**config.mk**
```make
export PLATFORM = sky130hd
export DESIGN_NAME = mem_stage
export DESIGN_NICKNAME = d
export VERILOG_FILES = /design/src/rtl/mem_stage.sv
export SDC_FILE = /design/constraint.sdc
export NUM_CORES = 1
export LEC_CHECK = 0
export ABC_AREA = 1
export BUFFER_PORTS_ARGS = -buffer_cell sky130_fd_sc_hd__buf_4
export CELL_PAD_IN_SITES_DETAIL_PLACEMENT = 0
export CELL_PAD_IN_SITES_GLOBAL_PLACEMENT = 2
export CORE_MARGIN = 2
export CORE_UTILIZATION = 22
export CTS_CLUSTER_DIAMETER = 150
export DETAILED_ROUTE_END_ITERATION = 6
export HOLD_SLACK_MARGIN = 0.05
export PLACE_DENSITY = 0.78
export SLEW_MARGIN = 20
export SYNTH_ARGS = -nofsm -noshare
export SYNTH_HDL_FRONTEND = slang
export SYNTH_SLANG_ARGS = --single-unit
```
**constraint.sdc**
```tcl
create_clock -name clk -period 1.78 [get_ports clk]
set_input_delay 0.178 -clock clk [delete_from_list [all_inputs] [get_ports clk]]
set_output_delay 0.178 -clock clk [all_outputs]
set_load 0.1 [all_outputs]
```
**src/rtl/mem_stage.sv**
```systemverilog
// LC-3b MEM stage: word/byte/indirect data-memory access over a ready handshake, feeding the SR latch.
// Optional macro MEM_UNALIGNED_TRAP_EN drops word accesses at odd addresses instead of aligning them.
module mem_stage (
    input  logic        clk,
    input  logic        reset,
    input  logic        mem_v,
    input  logic [15:0] mem_ir,
    input  logic [15:0] mem_npc,
    input  logic [15:0] mem_address,
    input  logic [15:0] mem_alu_result,
    input  logic [15:0] mem_st_data,
    input  logic [2:0]  mem_drid,
    input  logic [7:0]  mem_cs,
    output logic        mem_stall,
    output logic        mem_unaligned,
    output logic        dmem_req,
    output logic        dmem_we,
    output logic [15:0] dmem_addr,
    output logic [15:0] dmem_wdata,
    output logic [1:0]  dmem_wmask,
    input  logic [15:0] dmem_rdata,
    input  logic        dmem_ready,
    output logic        sr_v,
    output logic [15:0] sr_ir,
    output logic [15:0] sr_npc,
    output logic [15:0] sr_address,
    output logic [15:0] sr_alu_result,
    output logic [15:0] sr_data,
    output logic [2:0]  sr_drid,
    output logic [3:0]  sr_cs
);

    // Handshake: an access is transferred in any cycle where dmem_req and dmem_ready are both high;
    // until then every dmem_* output is held stable and upstream is stalled.

    localparam logic [1:0] S_IDLE  = 2'd0;
    localparam logic [1:0] S_WAIT1 = 2'd1;
    localparam logic [1:0] S_ACC2  = 2'd2;

    logic [1:0]  state_q, state_d;
    logic [15:0] ptr_q, ptr_d;

    logic        sr_v_q, sr_v_d;
    logic [15:0] sr_ir_q, sr_ir_d;
    logic [15:0] sr_npc_q, sr_npc_d;
    logic [15:0] sr_address_q, sr_address_d;
    logic [15:0] sr_alu_result_q, sr_alu_result_d;
    logic [15:0] sr_data_q, sr_data_d;
    logic [2:0]  sr_drid_q, sr_drid_d;
    logic [3:0]  sr_cs_q, sr_cs_d;

    logic        cs_rd, cs_wr, cs_byte, cs_ind;
    logic        mem_op, in_acc2, in_wait1;
    logic        access_act, final_acc, byte_acc, word_acc;
    logic [15:0] acc_addr;
    logic        acc_we;
    logic        trap;
    logic        req_raw, done_raw, stall_raw;
    logic [7:0]  byte_sel;
    logic [15:0] load_data;

    assign cs_rd   = mem_cs[4];
    assign cs_wr   = mem_cs[5];
    assign cs_byte = mem_cs[6];
    assign cs_ind  = mem_cs[7];

    assign mem_op   = mem_v & (cs_rd | cs_wr);
    assign in_acc2  = (state_q == S_ACC2);
    assign in_wait1 = (state_q == S_WAIT1);

    // WAIT1 and ACC2 only exist for an op in flight, so they always request.
    assign access_act = in_acc2 | in_wait1 | mem_op;
    assign final_acc  = in_acc2 | ~cs_ind;
    assign byte_acc   = cs_byte & ~cs_ind;
    assign word_acc   = ~byte_acc;
    assign acc_addr   = in_acc2 ? ptr_q : mem_address;
    assign acc_we     = cs_wr & final_acc;

`ifdef MEM_UNALIGNED_TRAP_EN
    assign trap      = access_act & word_acc & acc_addr[0];
    assign dmem_addr = acc_addr;
`else
    assign trap      = 1'b0;
    assign dmem_addr = word_acc ? {acc_addr[15:1], 1'b0} : acc_addr;
`endif

    assign req_raw   = access_act & ~trap;
    assign done_raw  = req_raw & dmem_ready & final_acc;
    assign stall_raw = access_act & ~done_raw & ~trap;

    assign dmem_req      = req_raw & ~reset;
    assign dmem_we       = req_raw & acc_we & ~reset;
    assign mem_stall     = stall_raw & ~reset;
    assign mem_unaligned = trap & ~reset;

    assign dmem_wmask = byte_acc ? (acc_addr[0] ? 2'b10 : 2'b01) : 2'b11;
    assign dmem_wdata = byte_acc ? {mem_st_data[7:0], mem_st_data[7:0]} : mem_st_data;

    assign byte_sel  = acc_addr[0] ? dmem_rdata[15:8] : dmem_rdata[7:0];
    assign load_data = byte_acc ? {{8{byte_sel[7]}}, byte_sel} : dmem_rdata;

    always_comb begin
        state_d = state_q;
        ptr_d   = ptr_q;
        case (state_q)
            S_IDLE, S_WAIT1: begin
                if (trap || !access_act) begin
                    state_d = S_IDLE;
                end else if (!dmem_ready) begin
                    state_d = S_WAIT1;
                end else if (cs_ind) begin
                    state_d = S_ACC2;
                    ptr_d   = dmem_rdata;
                end else begin
                    state_d = S_IDLE;
                end
            end
            S_ACC2: begin
                if (trap || dmem_ready) begin
                    state_d = S_IDLE;
                end
            end
            default: state_d = S_IDLE;
        endcase
    end

    always_comb begin
        sr_v_d          = sr_v_q;
        sr_ir_d         = sr_ir_q;
        sr_npc_d        = sr_npc_q;
        sr_address_d    = sr_address_q;
        sr_alu_result_d = sr_alu_result_q;
        sr_data_d       = sr_data_q;
        sr_drid_d       = sr_drid_q;
        sr_cs_d         = sr_cs_q;
        // A stalled or trapped instruction leaves a bubble; the other fields keep their last value.
        if (stall_raw || trap) begin
            sr_v_d = 1'b0;
        end else begin
            sr_v_d          = mem_v;
            sr_ir_d         = mem_ir;
            sr_npc_d        = mem_npc;
            sr_address_d    = mem_address;
            sr_alu_result_d = mem_alu_result;
            sr_data_d       = (mem_op && !cs_wr) ? load_data : 16'h0000;
            sr_drid_d       = mem_drid;
            sr_cs_d         = mem_cs[3:0];
        end
    end

    always_ff @(posedge clk) begin
        if (reset) begin
            state_q         <= S_IDLE;
            ptr_q           <= 16'h0000;
            sr_v_q          <= 1'b0;
            sr_ir_q         <= 16'h0000;
            sr_npc_q        <= 16'h0000;
            sr_address_q    <= 16'h0000;
            sr_alu_result_q <= 16'h0000;
            sr_data_q       <= 16'h0000;
            sr_drid_q       <= 3'd0;
            sr_cs_q         <= 4'd0;
        end else begin
            state_q         <= state_d;
            ptr_q           <= ptr_d;
            sr_v_q          <= sr_v_d;
            sr_ir_q         <= sr_ir_d;
            sr_npc_q        <= sr_npc_d;
            sr_address_q    <= sr_address_d;
            sr_alu_result_q <= sr_alu_result_d;
            sr_data_q       <= sr_data_d;
            sr_drid_q       <= sr_drid_d;
            sr_cs_q         <= sr_cs_d;
        end
    end

    assign sr_v          = sr_v_q;
    assign sr_ir         = sr_ir_q;
    assign sr_npc        = sr_npc_q;
    assign sr_address    = sr_address_q;
    assign sr_alu_result = sr_alu_result_q;
    assign sr_data       = sr_data_q;
    assign sr_drid       = sr_drid_q;
    assign sr_cs         = sr_cs_q;

endmodule

```
## After elaboration in Yosys (flattened, before gate mapping)

Cells that the tools add are included.
Widths: inputs -> output; s select.

| word-level totals | value |
|---|---|
| bits in registers | 106 |
| bits of input ports | 111 |
| output and inout port bits | 126 |
| word-level logic and storage cells | 49 |

| operators by class | value |
|---|---|
| eq/ne operators | 3 |
| mux-type cells | 13 |
| bitwise operators | 17 |
| reductions and logical operators | 6 |

Operators with widths:

| operator | count |
|---|---|
| $mux 16 | 4 |
| $mux 2 | 6 |
| $and 1x1->1 | 10 |
| $mux 8 | 1 |
| $or 1x1->1 | 4 |
| $pmux 2 s2 | 1 |
| $reduce_and 4->1 | 1 |
| $reduce_or 2->1 | 2 |
| $not 1->1 | 3 |
| $eq 2x1->1 const B | 1 |
| $eq 2x2->1 const B | 1 |
| $logic_not 2->1 | 1 |
| $ne 2x2->1 const B | 1 |
| $logic_and 1x1->1 | 1 |
| $logic_not 1->1 | 1 |
| $mux 1 | 1 |

## Longest topological paths before layout

Gate-level depths: netlist (run 1).

| depth | value |
|---|---|
| word-level depth | 8 |
| depth in mapped cells | 12 |
| mapped depth without buffers | 10 |

## Worst setup path before layout (run 1)

OpenSTA, ideal clock, no wires.

| path | value |
|---|---|
| path type | register to output |
| start | reg state_q[0] |
| end | out dmem_addr[10] |
| arrival time | 3.034 ns |
| required time | 1.602 ns |
| path slack | -1.432 ns |
| cell stages (with the launch flop) | 6 |
| path buffers | 2 |
| path through | dfxtp_1 -> inv_1 -> ha_1 -> buf_4 -> clkbuf_1 -> o21ai_0 |

| between the ends | value |
|---|---|
| word-level cells in the longest chain between the ends | 2 |

Ends and longest elaborated chain:

| element | line | text |
|---|---|---|
| from (decl) | 40 | `logic [1:0] state_q, state_d;` |
| from (signal assigned) | 164 | `state_q <= state_d;` |
| $eq 2x2->1 | 68 | `assign in_acc2 = (state_q == S_ACC2);` |
| $mux 16 | 76 | `assign acc_addr = in_acc2 ? ptr_q : mem_address;` |
| to (decl) | 18 | `output logic [15:0] dmem_addr,` |

No other way between the ends.

## Final worst setup path (run 1)

| path | value |
|---|---|
| start | reg state_q[0] |
| end | out mem_stall |

| between the ends | value |
|---|---|
| word-level cells in the longest chain between the ends | 8 |
| elaborated cells on any way between the ends | 10 |
| those cells by class | eq/ne (2); bitwise (8) |

Ends and longest elaborated chain:

| element | line | text |
|---|---|---|
| $eq 2x2->1 / $eq 2x1->1 (equally long branches) | 68, 69 |  |
| $or 1x1->1 (2 in a row) | 72 | `assign access_act = in_acc2 \| in_wait1 \| mem_op;` |
| $and 1x1->1 (2 in a row) | 88 | `assign done_raw = req_raw & dmem_ready & final_acc;` |
| $not 1->1 | 89 | `assign stall_raw = access_act & ~done_raw & ~trap;` |
| $and 1x1->1 (*) | 89 |  |
| $and 1x1->1 (*) | 93 | `assign mem_stall = stall_raw & ~reset;` |
| to (decl) | 14 | `output logic mem_stall,` |

Every way passes the cells marked *; elsewhere a longest branch is shown, timed or not.

==> metrics.cfg, run 1 <==
[detailed_routing]
drt-total-wl_um = 16260
wl_per_cell_um = 14.12
avgViaCountPerCell = 4.051
drtIter0Drc = 134
postRouteAntennaNets = 0
num_vias = 4663
dr.pass1.iters = 7
post-route-drc-count = 0

[timing]
setup_viol = 0
finalHoldViolations = 0
drv_slew = 0
fmax_mhz = 573.3
timing.final.crit_share = 0.9800
fin_skew_ns = 0.005554
holdWs_ns = 0.09861
grt_setup_unrepaired = true
post-route-min-period_ns = 1.744

[logic_synthesis]
synth_nets = 704
syn_avg_cell_area_um2 = 7.321
synth_top_family_by_area = simple AND/OR/NAND/NOR gates
yosys.area_share.adder = 0.008691
synth-seq-area-share = 0.4913
synth_cells = 590
synth_cell_type_count = 27
yosysWarnings = 0
muxShareOfSynthArea = 0
syn_area_mm2 = 0.004319
synth_compound_area_frac = 0.07213
synth_xor_area_frac = 0
synthSimpleGateAreaFrac = 0.3453
ys_ff_latch = 106

[worst_setup_path]
rr_startpoint = state_q[0]
worstSetupStartpointType = register
arrival_ns = 1.57
crit_fanout = 5
rrSetupSlack_ns = 0.09
worstPathRequired_ns = 1.60
worstReg2RegEnd = sr_cs[0]
endpoint_kind = output port
crit_type = register to output port
r2r_cells = 11

[power]
p_total_mw = 7.480
power_leakage_nw = 3.807
powerDensity_mw_per_mm2 = 954.8
ir_drop_mv = 0.4699

[floorplanning]
dieArea_mm2 = 0.02077
pin_count = 237
die_h_um = 144.1
fp.coreArea_mm2 = 0.01933
start_util = 0.2234
num_rows = 51
die_w_um = 144.1

[cts]
cts_root_buf = clkbuf_16
clkLatencyLatePin_ns = 0.36
clkTransAtPathRegs_ns = 0.08
clk_path_buf_depth = 2
cts_tree = built
cts_made_buffers = 9
htree_levels = 3
cts.sinks = 106

[grt]
grt_usage = 0.1491
grt_pass1_wl_um = 23880
grtUsageMet1 = 0.1872
grt_max_degree = 45
antenna_found_initial = 0
grt_pass1_vias = 4483
grt_remaining_overflow = 0
top_usage_layer = met2
use_met2 = 0.2506
grtUsageMet3 = 0.04834

[cells_and_area]
fin_nets = 995
drive_gt1_frac = 0.3781
area_growth_pct = 81.37
insertedDiodeCount = 0
nFillCells = 1995

[placement]
dp_hpwl_um = 11520
place_congestion = 0.7630
portBuffers = 235

[min_path]
holdPathStages = 3
hold_end = sr_address[11]
min_from = mem_address[11]
hold_class = primary input to register

[outcome]
status = finished clean

[job]
maxCapViolCount = 0

logic make-up (layout without fill, tap and decap cells):
group,after synthesis,in the layout
flip-flops,106,106
buffers and inverters,67,363
AND/OR/NAND/NOR,353,353
AO/OA/AOI/OAI,60,60
adder cells (fa/ha/maj),3,3
other,1,1
power breakdown:
group	switching (mW)	internal, mW
Sequential	0.0871	2.53
Clock	0.950	1.10
Combinational	2.02	0.783
metrics by stage:
step / util / setup WS (ns) / cells / instance area [um^2] / setup TNS, ns
finish: 0.4052 / 0.03566 / 1151 / 7834 / 0
global route: 0.4052 / -0.03228 / 1151 / 7834 / -0.1906
CTS: 0.3953 / -0.02243 / 1145 / 7642 / -0.06539
detailed placement: 0.3362 / 0.1168 / 1066 / 6500 / 0
global placement: 0.3362 / 0.1692 / 1066 / 6500 / 0
floorplan: - / -0.2012 / 590 / 4508 / -1.015
flip-flops by register name, summed over array words and instances (netlist names), 3 cells and up:
| register | count |
|---|---|
| sr_drid | 3 |
| sr_alu_result | 16 |
| sr_address | 16 |
| ptr_q | 16 |
| sr_ir | 16 |
| sr_npc | 16 |
| sr_data | 16 |
| sr_cs | 4 |
Yosys cell counts:
| cell type | number | area, um^2 |
|---|---|---|
| nand2_1 | 280 | 1051 |
| nor2_4 | 1 | 11.26 |
| nor2_1 | 4 | 15.01 |
| clkbuf_1 | 4 | 15.01 |
| o21ai_0 | 31 | 155.2 |
| o21ai_1 | 10 | 50.05 |
| buf_6 | 2 | 22.52 |
| nand2_4 | 4 | 45.04 |
| buf_8 | 1 | 15.01 |
| nor2_8 | 1 | 20.02 |
| nand3_1 | 39 | 195.2 |
| buf_4 | 14 | 105.1 |
| nor3_1 | 1 | 5.000 |
| a21oi_4 | 1 | 16.27 |
| nand3b_1 | 1 | 7.510 |
| nand3_2 | 1 | 10.01 |
| conb_1 | 1 | 3.750 |
| buf_2 | 15 | 75.07 |
| inv_4 | 1 | 6.260 |
| a21oi_1 | 18 | 90.09 |
| nor2_2 | 1 | 6.260 |
| or2_2 | 7 | 43.79 |
| nand2_2 | 13 | 81.33 |
| dfxtp_1 | 106 | 2122 |
| ha_1 | 3 | 37.54 |
| clkbuf_2 | 1 | 5.000 |
| inv_1 | 29 | 108.9 |
repair_timing:
action,4_1_cts,5_1_grt
setup endpoints to repair,21,84
cloned,1,1
hold endpoints to repair,56,0
hold buffers,56,0
setup buffers,6,5
pin swaps,4,6
resized for setup,50,29
per-layer routing:
metal	wire length, um	share of wire
met5	0	0
met2	7367	0.45
met1	7283	0.45
met3	1474	0.091
met4	130	0.0080
layout make-up:
type	count	area, um^2	share of cell area
flip-flops and latches	106	2127	0.2715
inverters	30	122.6	0.01565
well taps	265	331.6	0.04233
clock inverters	5	62.56	0.007986
clock buffers	11	232.7	0.02971
repair buffers	317	2872	0.3666
multi-input cells	417	2086	0.2663
how the worst max path moves through the flow:
stage               slack (ns)       endpoint  startpoint  cells past startpoint
floorplan                -0.20  dmem_addr[10]  state_q[0]                      5
global placement          0.17     sr_data[3]  state_q[1]                      8
detailed placement        0.12  sr_address[1]  state_q[1]                      9
CTS                      -0.02   dmem_addr[0]  state_q[0]                      8
global route             -0.03      mem_stall  state_q[0]                      8
finish                    0.04      mem_stall  state_q[0]                      8
cell usage in the layout, fill, tap and decap left out, drive strengths merged:
| master | Yosys | final |
|---|---|---|
| nand2 | 297 | 297 |
| buf | 32 | 260 |
| dfxtp | 106 | 106 |
| dlygate4sd3 | 0 | 56 |
| o21ai | 41 | 41 |
| nand3 | 40 | 40 |
| inv | 30 | 30 |
| a21oi | 19 | 19 |
| clkbuf | 5 | 12 |
| or2 | 7 | 7 |
| nor2 | 7 | 7 |
| clkinvlp | 0 | 4 |
| ha | 3 | 3 |
| nand3b | 1 | 1 |
| nor3 | 1 | 1 |
| conb | 1 | 1 |
| bufinv | 0 | 1 |
critical path, stage by stage (launching register included):
cell and delay [ns]:
dfxtp_2 0.34, inv_2 0.06, ha_4 0.21, inv_4 0.10, nand2_4 0.06, nand2_4 0.08, nand2_4 0.07, nor2_8 0.11
buf_12 0.19
Note: power is estimated with default switching activity, not from simulation.
==> run 2, diff against run 1 <==
--- a/config.mk
+++ b/config.mk
@@ -9,12 +9,13 @@
 export BUFFER_PORTS_ARGS = -buffer_cell sky130_fd_sc_hd__buf_4
 export CELL_PAD_IN_SITES_DETAIL_PLACEMENT = 0
 export CELL_PAD_IN_SITES_GLOBAL_PLACEMENT = 2
+export CORE_ASPECT_RATIO = 1.4
 export CORE_MARGIN = 2
-export CORE_UTILIZATION = 22
+export CORE_UTILIZATION = 24
 export CTS_CLUSTER_DIAMETER = 150
 export DETAILED_ROUTE_END_ITERATION = 6
 export HOLD_SLACK_MARGIN = 0.05
-export PLACE_DENSITY = 0.78
+export PLACE_DENSITY = 0.84
 export SLEW_MARGIN = 20
 export SYNTH_ARGS = -nofsm -noshare
 export SYNTH_HDL_FRONTEND = slang
==> constraint.sdc (replaced) <==
create_clock -name clk -period 2.1 [get_ports clk]
set_input_delay 0.21 -clock clk [delete_from_list [all_inputs] [get_ports clk]]
set_output_delay 0.21 -clock clk [all_outputs]
set_load 0.1 [all_outputs]
==> run 2 against run 1 <==
  * Final cell count is 3.9% lower
  * Core utilization is 0.52 points lower
  * Wire length down 9.6%
  * Count of clock-buffer cells in the layout down 1
  * Final area decreased by 9.2%
  * Sequential share of layout area up 2.7 points
  * First-iteration DRC count is 33% higher
  * Power shrank 19%
  * Sequential power is 15% lower
  * Worst hold slack gained 0.013 ns
  * Critical path type unchanged
  * Largest cell class unchanged
==> metrics.cfg, run 2 (synthesized netlist as in run 1, its figures left out) <==
[detailed_routing]
dr.pass1.iters = 4
postRouteAntennaNets = 0
post-route-drc-count = 0
wl_per_cell_um = 13.28
num_vias = 4476
drtIter0Drc = 178
avgViaCountPerCell = 4.047
drt-total-wl_um = 14690

[cts]
cts.sinks = 106
cts_made_buffers = 9
cts_setup_buffers = 0
htree_levels = 3
clkTransAtPathRegs_ns = 0.08
clkLatencyLatePin_ns = 0.35
clk_path_buf_depth = 2
cts_root_buf = clkbuf_16
cts_tree = built

[timing]
fin_skew_ns = 0.009422
grt_setup_unrepaired = false
drv_slew = 0
setup_ws_ns = 0.1345
post-route-min-period_ns = 1.966
finalHoldViolations = 0
setup_viol = 0
holdWs_ns = 0.1117
timing.final.crit_share = 0.9360
finalSetupTns_ns = 0
fmax_mhz = 508.8

[floorplanning]
start_util = 0.2429
die_h_um = 162.7
num_rows = 58
pin_count = 237
fp.coreArea_mm2 = 0.01778
dieArea_mm2 = 0.01910
die_w_um = 117.4

[worst_setup_path]
r2r_cells = 9
crit_fanout = 4
crit_buf_inv = 3
cpMostUsedCell = inv_1
worstReg2RegEnd = sr_address[13]
crit_family = buffers and inverters
critPathSlowestCell = dfxtp_1
cpPeakStageDelay_ns = 0.36
crit_chain = inv_1 -> ha_1 -> inv_1 -> nand2_2 -> nand2_1 -> nor2_4 -> buf_4
worstPathRequired_ns = 1.89
rrSetupSlack_ns = 0.43
arrival_ns = 1.76
crit_cells = 7
critPathLaunch = state_q[0]
crit_type = register to output port
worstSetupStartpointType = register
crit_end = dmem_we
rr_startpoint = state_q[0]
endpoint_kind = output port

[power]
ir_drop_mv = 0.3256
power_leakage_nw = 3.565
powerDensity_mw_per_mm2 = 850.1

[grt]
grt_usage = 0.1506
antenna_found_initial = 0
grt_pass1_vias = 4399
grt_remaining_overflow = 0
grt_max_degree = 67
grt_pass1_wl_um = 22740

[cells_and_area]
final_cell_mix = nand2_1 (280), buf_4 (235), dfxtp_1 (106)
final_common_cell = nand2_1
fin_util = 0.4000
drive_gt1_frac = 0.3349
area_growth_pct = 64.66
final_area_mm2 = 0.007112
fin_nets = 975
nFillCells = 1891
insertedDiodeCount = 0

[outcome]
status = finished clean

[placement]
place_congestion = 0.7723
post_dp_cell_area_mm2 = 0.006240
pre_cts_slack_ns = 0.3673
portBuffers = 235
dp_hpwl_um = 10860

[min_path]
min_from = mem_v
hold_class = primary input to register

[job]
maxCapViolCount = 0

run 2: cell types whose count changed in the layout (fill, tap and decap cells not counted), sizes merged:
cell,before,now
dlygate4sd3,56,55
buf,260,242
bufinv,1,0
clkinvlp,4,1
inv,30,31
clkbuf,12,10
clkinv,0,4
run 2: worst register-to-register path: cells and delay by family (launching register included):
kind	cells	cell delay, ns
buffers and inverters	3	0.40
adders and majority gates	1	0.28
AOI/OAI and AO/OA	1	0.08
and+or+nand+nor	4	0.48
DFF	1	0.36
run 2: worst min path at each step:
stage	end	slack [ns]	depth (start not counted)
CTS	sr_v	0.09	3
floorplan	sr_alu_result[0]	0.31	2
detailed placement	sr_alu_result[5]	0.40	3
finish	sr_v	0.11	3
global placement	sr_ir[9]	0.40	3
global route	sr_v	0.11	3
run 2: routing by layer:
metal  global-route usage  routed length, um
met1               0.1750               6168
met2               0.2701               7604
met3              0.03676                695
met4              0.05257                224
met5                    0                  0
run 2: repair_timing:
action	CTS	global route
endpoints found under the hold margin	55	0
endpoints found under the setup margin	1	18
hold buffers	55	0
resized for setup	1	7
run 2: where the power goes:
| group | switching, mW | internal (mW) | leakage [nW] | total, mW |
|---|---|---|---|---|
| clock | 0.810 | 0.835 | 0.142 | 1.65 |
| sequential | 0.0729 | 2.15 | 0.872 | 2.22 |
| combinational | 1.65 | 0.531 | 2.55 | 2.18 |
| total | 2.53 | 3.51 | 3.57 | 6.05 |
run 2: per-stage QoR:
| stage | cells | power [mW] |
|---|---|---|
| finish | 1106 | 6.046 |
| floorplan | 590 | 3.834 |
| global placement | 1035 | 4.369 |
| detailed placement | 1035 | 4.369 |
| global route | 1106 | 6.316 |
| CTS | 1106 | 6.145 |
run 2: cell type report:
class,count,area (um^2),share of cell area
inverters,30,118.9,0.01671
repair buffers,297,2415,0.3396
clock buffers,10,229.0,0.03220
flip-flops and latches,106,2122,0.2984
well taps,240,300.3,0.04222
multi-input cells,417,1864,0.2621
clock inverters,6,62.56,0.008797
